`config.mk`:
```
export PLATFORM = sky130hd
export DESIGN_NAME = mem_bus_interface
export DESIGN_NICKNAME = d
export VERILOG_FILES = /design/src/rtl/mips_mem_pkg.sv /design/src/rtl/mem_load_align.sv /design/src/rtl/mem_bus_interface.sv
export SDC_FILE = /design/constraint.sdc
export NUM_CORES = 1
export LEC_CHECK = 0
export BUFFER_PORTS_ARGS = -buffer_cell sky130_fd_sc_hd__buf_2
export CORE_ASPECT_RATIO = 0.7
export CORE_MARGIN = 2
export CORE_UTILIZATION = 45
export CTS_BUF_LIST = sky130_fd_sc_hd__clkbuf_2
export CTS_CLUSTER_SIZE = 28
export DETAILED_ROUTE_END_ITERATION = 8
export PLACE_DENSITY = 0.82
export REMOVE_ABC_BUFFERS = 1
export SLEW_MARGIN = 40
export SYNTH_ARGS = -nofsm -noshare
export SYNTH_HDL_FRONTEND = slang
export SYNTH_SLANG_ARGS = --single-unit
```
`constraint.sdc`:
```
create_clock -name clk -period 2.59 [get_ports clk]
set_input_delay 0.1295 -clock clk [delete_from_list [all_inputs] [get_ports clk]]
set_output_delay 0.1295 -clock clk [all_outputs]
set_load 0.03 [all_outputs]
```
`src/rtl/mips_mem_pkg.sv`:
```
// Shared types and lane helpers for the CPU memory bus interface.
// Sizes and bus states are enums so the size decode reads as names.
package mips_mem_pkg;

    typedef enum logic [1:0] {
        SIZE_BYTE = 2'b00,
        SIZE_HALF = 2'b01,
        SIZE_WORD = 2'b10,
        SIZE_RSVD = 2'b11
    } size_t;

    typedef enum logic [1:0] {
        IDLE   = 2'b00,
        ACCESS = 2'b01,
        DONE   = 2'b10
    } bus_state_t;

    localparam logic [3:0] BE_NONE    = 4'b0000;
    localparam logic [3:0] BE_BYTE0   = 4'b0001;
    localparam logic [3:0] BE_HALF_LO = 4'b0011;
    localparam logic [3:0] BE_HALF_HI = 4'b1100;
    localparam logic [3:0] BE_WORD    = 4'b1111;

    function automatic logic access_ok(input size_t size, input logic [1:0] off);
        case (size)
            SIZE_BYTE: access_ok = 1'b1;
            SIZE_HALF: access_ok = ~off[0];
            SIZE_WORD: access_ok = (off == 2'b00);
            default:   access_ok = 1'b0;
        endcase
    endfunction

    function automatic logic [3:0] lane_enable(input size_t size, input logic [1:0] off);
        case (size)
            SIZE_BYTE: lane_enable = BE_BYTE0 << off;
            SIZE_HALF: lane_enable = off[1] ? BE_HALF_HI : BE_HALF_LO;
            SIZE_WORD: lane_enable = BE_WORD;
            default:   lane_enable = BE_NONE;
        endcase
    endfunction

    // Stores are replicated so the addressed lanes carry the data whatever the offset.
    function automatic logic [31:0] lane_replicate(input size_t size, input logic [31:0] data);
        case (size)
            SIZE_BYTE: lane_replicate = {4{data[7:0]}};
            SIZE_HALF: lane_replicate = {2{data[15:0]}};
            default:   lane_replicate = data;
        endcase
    endfunction

endpackage

```
`src/rtl/mem_load_align.sv`:
```
// Load data alignment: picks the addressed byte/half lane out of the bus word
// and sign- or zero-extends it; word loads pass straight through.
module mem_load_align
    import mips_mem_pkg::*;
(
    input  logic [31:0] readdata_i,
    input  logic [1:0]  addr_i,
    input  size_t       size_i,
    input  logic        signed_i,
    output logic [31:0] rdata_o
);

    logic [7:0]  lane_byte;
    logic [15:0] lane_half;

    always_comb begin
        lane_byte = readdata_i[7:0];
        case (addr_i)
            2'd0:    lane_byte = readdata_i[7:0];
            2'd1:    lane_byte = readdata_i[15:8];
            2'd2:    lane_byte = readdata_i[23:16];
            default: lane_byte = readdata_i[31:24];
        endcase
        lane_half = addr_i[1] ? readdata_i[31:16] : readdata_i[15:0];

        case (size_i)
            SIZE_BYTE: rdata_o = {{24{signed_i & lane_byte[7]}}, lane_byte};
            SIZE_HALF: rdata_o = {{16{signed_i & lane_half[15]}}, lane_half};
            default:   rdata_o = readdata_i;
        endcase
    end

endmodule

```
`src/rtl/mem_bus_interface.sv`:
```
// CPU single-request to Avalon-style bus bridge with waitrequest, stall
// generation, load alignment and the decoder's instruction register.
//
// state  | meaning
// IDLE   | no access in flight; a request is latched and checked here
// ACCESS | bus strobe held until waitrequest drops or the timeout expires
// DONE   | one cycle with stall released; rdata/mem_error valid
module mem_bus_interface
    import mips_mem_pkg::*;
#(
    parameter int unsigned TIMEOUT_CYCLES = 255,
    parameter logic [31:0] RESET_INSTR    = 32'h0000_0000
) (
    input  logic        clk,
    input  logic        reset,
    input  logic        cpu_read,
    input  logic        cpu_write,
    input  logic [31:0] cpu_addr,
    input  logic [31:0] cpu_wdata,
    input  logic [1:0]  cpu_size,
    input  logic        cpu_signed,
    input  logic        ir_write,
    output logic        stall,
    output logic [31:0] rdata,
    output logic [31:0] instr,
    output logic        mem_error,
    output logic [31:0] address,
    output logic        read,
    output logic        write,
    output logic [3:0]  byteenable,
    output logic [31:0] writedata,
    input  logic [31:0] readdata,
    input  logic        waitrequest
);

    localparam int CNT_W = (TIMEOUT_CYCLES > 1) ? $clog2(TIMEOUT_CYCLES + 1) : 1;
    localparam logic [CNT_W-1:0] TO_VAL = CNT_W'(TIMEOUT_CYCLES);

    bus_state_t       state_q, state_d;
    logic [31:0]      address_q, address_d;
    logic [3:0]       be_q, be_d;
    logic [31:0]      wdata_q, wdata_d;
    logic             read_q, read_d;
    logic             write_q, write_d;
    logic             err_q, err_d;
    logic [31:0]      rdata_q, rdata_d;
    logic [31:0]      instr_q, instr_d;
    logic [CNT_W-1:0] cnt_q, cnt_d;
    logic [1:0]       off_q, off_d;
    size_t            size_q, size_d;
    logic             signed_q, signed_d;
    logic             ir_q, ir_d;
    logic             dual_q, dual_d;

    size_t            req_size;
    logic [31:0]      load_data;

    mem_load_align u_load_align (
        .readdata_i (readdata),
        .addr_i     (off_q),
        .size_i     (size_q),
        .signed_i   (signed_q),
        .rdata_o    (load_data)
    );

    always_comb begin
        state_d   = state_q;
        address_d = address_q;
        be_d      = be_q;
        wdata_d   = wdata_q;
        read_d    = read_q;
        write_d   = write_q;
        err_d     = 1'b0;
        rdata_d   = rdata_q;
        instr_d   = instr_q;
        cnt_d     = cnt_q;
        off_d     = off_q;
        size_d    = size_q;
        signed_d  = signed_q;
        ir_d      = ir_q;
        dual_d    = dual_q;
        req_size  = size_t'(cpu_size);

        case (state_q)
            IDLE: begin
                if (cpu_read | cpu_write) begin
                    address_d = {cpu_addr[31:2], 2'b00};
                    wdata_d   = lane_replicate(req_size, cpu_wdata);
                    off_d     = cpu_addr[1:0];
                    size_d    = req_size;
                    signed_d  = cpu_signed;
                    ir_d      = ir_write;
                    dual_d    = cpu_read & cpu_write;
                    cnt_d     = '0;
                    if (access_ok(req_size, cpu_addr[1:0])) begin
                        be_d    = lane_enable(req_size, cpu_addr[1:0]);
                        read_d  = cpu_read;
                        write_d = ~cpu_read;
                        state_d = ACCESS;
                    end else begin
                        be_d    = BE_NONE;
                        err_d   = 1'b1;
                        rdata_d = '0;
                        state_d = DONE;
                    end
                end
            end
            ACCESS: begin
                if (waitrequest) begin
                    cnt_d = cnt_q + CNT_W'(1);
                    if ((TIMEOUT_CYCLES != 0) && (cnt_d == TO_VAL)) begin
                        read_d  = 1'b0;
                        write_d = 1'b0;
                        err_d   = 1'b1;
                        rdata_d = '0;
                        state_d = DONE;
                    end
                end else begin
                    if (read_q) begin
                        rdata_d = load_data;
                        if (ir_q) begin
                            instr_d = load_data;
                        end
                    end
                    read_d  = 1'b0;
                    write_d = 1'b0;
                    err_d   = dual_q;
                    state_d = DONE;
                end
            end
            DONE:    state_d = IDLE;
            default: state_d = IDLE;
        endcase
    end

    always_ff @(posedge clk) begin
        if (reset) begin
            state_q   <= IDLE;
            address_q <= '0;
            be_q      <= BE_NONE;
            wdata_q   <= '0;
            read_q    <= 1'b0;
            write_q   <= 1'b0;
            err_q     <= 1'b0;
            rdata_q   <= '0;
            instr_q   <= RESET_INSTR;
            cnt_q     <= '0;
            off_q     <= 2'b00;
            size_q    <= SIZE_BYTE;
            signed_q  <= 1'b0;
            ir_q      <= 1'b0;
            dual_q    <= 1'b0;
        end else begin
            state_q   <= state_d;
            address_q <= address_d;
            be_q      <= be_d;
            wdata_q   <= wdata_d;
            read_q    <= read_d;
            write_q   <= write_d;
            err_q     <= err_d;
            rdata_q   <= rdata_d;
            instr_q   <= instr_d;
            cnt_q     <= cnt_d;
            off_q     <= off_d;
            size_q    <= size_d;
            signed_q  <= signed_d;
            ir_q      <= ir_d;
            dual_q    <= dual_d;
        end
    end

    assign stall      = (cpu_read | cpu_write) && (state_q != DONE);
    assign rdata      = rdata_q;
    assign instr      = instr_q;
    assign mem_error  = err_q;
    assign address    = address_q;
    assign read       = read_q;
    assign write      = write_q;
    assign byteenable = be_q;
    assign writedata  = wdata_q;

endmodule

```
== After elaboration in Yosys (flattened, before gate mapping) ==
Index checks and enable logic that the tools add are counted.

* Output and inout port bits: 136
* Bits in registers: 150
* Word-level logic and storage cells: 88

* Add/subtract/negate cells: 1
* Reduce and logical (&&, ||, !) cells: 13
* Multiplexer cells: 37
* Shift-type cells: 1
* Eq/ne operators: 14
* Bitwise logic cells: 7

{| class="wikitable"
|+ Operator list
! operator !! count
|-
| case mux 32 bit (2 select lines) || 3
|-
| 2-to-1 mux 32 bit || 5
|-
| case mux 8 bit (3 select lines) || 1
|-
| 2-to-1 mux 16 bit || 1
|-
| 2-to-1 mux 8 bit || 2
|-
| case mux 8 bit (2 select lines) || 1
|-
| 2-to-1 mux 1 bit || 12
|-
| case mux 4 bit (3 select lines) || 1
|-
| logical NOT 2 bit || 5
|-
| != test 2 bit (second input constant) || 5
|-
| adder 8 x 1 -> 8 bit (second input constant) || 1
|-
| equality test 2 x 1 -> 1 bit (second input constant) || 4
|-
| equality test 8 bit (second input constant) || 1
|-
| 2-to-1 mux 2 bit || 4
|-
| 2-to-1 mux 4 bit || 2
|-
| AND reduction 4 bit || 2
|-
| != test 3 bit (second input constant) || 2
|-
| case mux 1 bit (2 select lines) || 3
|-
| AND reduction 5 bit || 1
|-
| equality test 2 bit (second input constant) || 2
|-
| case mux 2 bit (2 select lines) || 1
|-
| AND reduction 2 bit || 2
|-
| << shifter 1 x 2 -> 4 bit (first input constant) || 1
|-
| AND 1 bit || 3
|-
| other kinds (6) || 8
|}

== Depth between registers and ports, before layout ==
* Word-level depth: 7
* Mapped depth: 8
* Gate-level depth less buffers: 7

== Modules after synthesis ==
From an unflattened synthesis, not the netlist that was laid out.

* Cell total of the unflattened synthesis: 873
* Area, all modules: 6,935.4 µm²

{| class="wikitable"
|+ By module, submodules not included
! module !! area an instance (µm²) !! instances !! cells an instance
|-
| mem_bus_interface || 6,059.6 || 1 || 758
|-
| mem_load_align || 875.8 || 1 || 115
|}

== Worst setup path before layout ==
Ideal clock, no wire load.

* Path type: register -> register
* Start: register cnt_q[0]
* End: register rdata_q[0], in the netlist rdata[0]
* Cell stages (with the launch flop): 8
* Slack: 0.666 ns
* Setup time: 0.131 ns
* Arrival time: 1.793 ns
* Cell sequence: dfxtp_1 > ha_1 > inv_1 > nor4_1 > o32ai_4 > nor2_2 > buf_2 > o211ai_1

* Word-level cells in the longest chain between the ends: 4

{| class="wikitable"
|+ RTL lines
! what !! line !! source
|-
| start: declaration || mem_bus_interface.sv:48 || <nowiki>logic [CNT_W-1:0] cnt_q, cnt_d;</nowiki>
|-
| start signal: assignment || mem_bus_interface.sv:163 || <nowiki>cnt_q <= cnt_d;</nowiki>
|-
| adder 8 x 1 -> 8 bit || mem_bus_interface.sv:110 || <nowiki>cnt_d = cnt_q + CNT_W'(1);</nowiki>
|-
| equality test 8 bit || mem_bus_interface.sv:111 || <nowiki>if ((TIMEOUT_CYCLES != 0) && (cnt_d == TO_VAL)) begin</nowiki>
|-
| != test 3 bit (no source line) || -- ||
|-
| AND reduction 5 bit (no source line) || -- ||
|-
| end signal: assignment || mem_bus_interface.sv:161 || <nowiki>rdata_q <= rdata_d;</nowiki>
|-
| end: declaration || mem_bus_interface.sv:46 || <nowiki>logic [31:0] rdata_q, rdata_d;</nowiki>
|}

Every way passes these cells.
A chain may end at the register's enable or synchronous reset.

== Final worst setup path ==
* Start: register off_q[1]
* End: register rdata_q[20], in the netlist rdata[20]

* Word-level cells in the longest chain between the ends: 7

{| class="wikitable"
|+ RTL lines
! what !! line !! source
|-
| start: declaration || mem_bus_interface.sv:49 || <nowiki>logic [1:0] off_q, off_d;</nowiki>
|-
| start signal: assignment || mem_bus_interface.sv:148 || <nowiki>off_q <= 2'b00;</nowiki>
|-
| start signal: assignment || mem_bus_interface.sv:164 || <nowiki>off_q <= off_d;</nowiki>
|-
| equality test 2 bit, or another cell as far along || mem_load_align.sv:18 || <nowiki>case (addr_i)</nowiki>
|-
| case mux 8 bit (3 select lines) || mem_load_align.sv:18 ||
|-
| AND 1 bit || mem_load_align.sv:27 || <nowiki>SIZE_BYTE: rdata_o = {{24{signed_i & lane_byte[7]}}, lane_byte};</nowiki>
|-
| case mux 32 bit (2 select lines) (*) || mem_load_align.sv:26 || <nowiki>case (size_i)</nowiki>
|-
| 2-to-1 mux 32 bit (*) || mem_bus_interface.sv:119 || <nowiki>if (read_q) begin</nowiki>
|-
| 2-to-1 mux 32 bit (*) || mem_bus_interface.sv:109 || <nowiki>if (waitrequest) begin</nowiki>
|-
| case mux 32 bit (2 select lines) (*) || mem_bus_interface.sv:84 || <nowiki>case (state_q)</nowiki>
|}

Every way passes the cells marked *; elsewhere a longest branch is shown, timed or not. The select of a mux whose other input is x is not followed.

==> impl_results.md <==
- Outcome: finished clean
- Setup Buffers After CTS: 0
- RSZ-0062 raised after global routing: no
- Setup TNS: 0 ps
- Die Height: 110 um
- Clock Root Buffer: clkbuf_2
- Mux cell area share after synthesis: 0.0393
- Routed WL: 24600 um
- Reg clk slew, reported paths: 240 ps
- Sequential fraction of the synthesis area: 0.414
- Initial antenna violation count: 0
- Nets: 1292
- Core ar.: 15600 um^2
- I/O pins: 241
- Initial DRC count: 763
- Drt via density: 5.68
- Overflow after GRT: 0
- Register bit total from synthesis: 150
- Max-cap violations: 0
- Async set-reset flop share out of synthesis: 0
- Initial Util: 0.464
- Ys flop type: dfxtp_1
- Largest family of logic cells by synthesized area: compound AO/OA/AOI/OAI gates
- Mean post-synth cell area: 8.39 um^2
- Worst setup margin: 101 ps
- Crit end category: flop
- Final setup fails: 0
- Num CTS Buffers: 17
- First-pass GRT wire length: 38500 um
- Fin crit period: 2490 ps
- DRC viols: 0
- Inst Count DP: 1237
- Non-Filler Instances: 1398
- Area fraction in compound gates after synthesis: 0.285
- GP Congestion: 0.920
- CTS tree: done
- Tot GR Track Use: 0.286
- Synth-to-layout area growth: 38.1%
- Clk Latency, worst-skew pair: 770 ps
- Largest area contributor in the netlist: dfxtp_1
- Number of port buffers: 238
- Hold Slack: 114 ps
- Endpoints failing hold: 0
- Required time worst endpoint: 3280 ps
- Crit path max fanout: 16
- Syn Std Cell Area: 7260 um^2
- Synth warnings: 0
- Final core occ: 0.641
- EDFF count, synth: 0
- Actual slew at the worst max-slew pin: 813 ps
- Leakage power: 0.00429 uW
- Post-Synth XOR/XNOR Area: 0.00121
- Routed Antenna Nets: 0
- Crit path DAT: 3180 ps
- Netlist cell types: 59
- Pre-CTS setup slack: 372 ps
- Worst Skew: 46.9 ps
- CTS H-tree depth: 4
- Most common cell in the netlist: nand2_1
- Setup CP Type: reg2reg
- Pwr per Cell Area: 501 nW/um^2
- Largest net degree at the start of global routing: 107
- CTS max path bufs: 2
- Die area: 17200 um^2
- Rows: 38
- Worst IR Drop VDD: 0.340 mV
- Chip Width: 156 um
- Fin. max-slew vios: 0
- Top achievable clock speed: 402 MHz
- Synth top cells by count: nand2_1 (172), dfxtp_1 (150), a21oi_1 (87)
- Simple logic cell fraction of the synthesized area: 0.195
- Type of the worst min-delay path: in2reg
- Vias in the first global route: 7475
- Post-DP HPWL: 15200 um
- Fill count: 1305
- WL per Instance: 17.6 um
- Multi-input combinational cell area: 3850 um^2
- Vias post-DR: 7935
- Startpoint type of the worst setup path: flop
- Register area: 3010 um^2
- Top cells by area, synth: dfxtp_1 (41%), nand2_1 (8.9%), a21oi_1 (6.0%)
- Gate Count Post-Synth: 865
- Worst slew margin relative to its limit: 0.456
- Top-area cell type share of the netlist area: 0.414
- Diode count: 0
- Final Cycle Share: 0.961
- Adder-cell share of the synthesized area: 0.00345
- CTS Sinks: 150
- Ratio of cells with drive above 1 in the final layout: 0.280
- Pre-antenna DRT Iters: 8
[registers in the layout, indices dropped and copies added (netlist names), 2 cells and up]
name        cells
state_q         2
size_q          2
instr          32
cnt_q           8
byteenable      4
rdata          32
address        30
writedata      32
off_q           2
[cell type report]
type	count	area share
multi-input cells	616	0.384
flip-flops and latches	150	0.300
repair buffers	384	0.267
well taps	200	0.0250
clock buffers	19	0.00949
clock inverters	13	0.00811
inverters	16	0.00599
[per-stage QoR]
stage	area [um^2]	total power, uW
4_1_cts	10000	4990
3_5_place_dp	8550	3730
3_3_place_gp	8550	3700
2_1_floorplan	6880	3260
6_report	10000	5020
5_1_grt	10000	5250
[path summary, 6_finish.rpt]
kind                             from                        to  slack, ps  depth (start not counted)
min reg2reg  address[13]$_SDFFE_PP0P_  address[13]$_SDFFE_PP0P_        470                          2
max reg2reg     off_q[1]$_SDFFE_PP0P_    rdata[20]$_SDFFE_PP0P_        100                          7
min                       cpu_addr[8]   address[8]$_SDFFE_PP0P_        110                          4
max             off_q[1]$_SDFFE_PP0P_    rdata[20]$_SDFFE_PP0P_        100                          7
[report_power, final]
group,internal (uW),switching [uW],leakage [uW]
clock network,249,886,0.000117
registers,2440,85.7,0.00122
logic,511,854,0.00295
total,3200,1830,0.00429
[worst max-delay path, cell delays in order (launching register included)]
cell and delay [ps]:
dfxtp_2 410, buf_6 180, mux4_2 530, and3_1 180
buf_4 200, a221oi_1 250, dlygate4sd3_1 610, nand2_1 50
[cell families (layout without fill, tap and decap cells)]
kind of cell,after synthesis,after routing
AO/OA/AOI/OAI,261,261
XOR/XNOR,1,1
adder cells (fa/ha/maj),2,2
buffers and inverters,100,432
flip-flops,150,150
multiplexers,26,26
other,1,2
AND/OR/NAND/NOR,324,324
[layer usage]
metal / routed length (um) / track usage / vias up
met5: 0 / 0 / -
li1: - / - / 3745
met1: 10600 / 0.371 / 3709
met4: 1020 / 0.135 / 0
met2: 11100 / 0.445 / 379
met3: 1920 / 0.0770 / 102
[placed cells by master, fill, tap and decap left out, types with 3 or more instances in the layout]
cell type,instances
o211ai_1,24
a221oi_1,6
buf_4,12
nor2b_1,21
o21ai_0,23
a31oi_1,3
a211oi_1,20
mux2i_1,24
a22o_1,9
a311oi_1,24
and3_1,4
dlygate4sd3_1,129
a21oi_1,87
dfxtp_2,3
dfxtp_1,147
nand3b_1,4
buf_12,5
inv_1,15
nand2_1,172
clkinv_2,4
a2bb2oi_2,8
clkbuf_2,19
nor3_1,16
nand3_1,19
nor2_1,68
a221oi_2,18
o41ai_2,8
nor2_2,3
buf_2,237
clkinv_1,4
o221ai_1,17
[what timing repair did]
item,4_1_cts,5_1_grt
hold endpoints to repair,146,0
setup endpoints to repair,0,3
hold buffers,129,0
resized for setup,0,4
(Power assumes the default switching activity.)
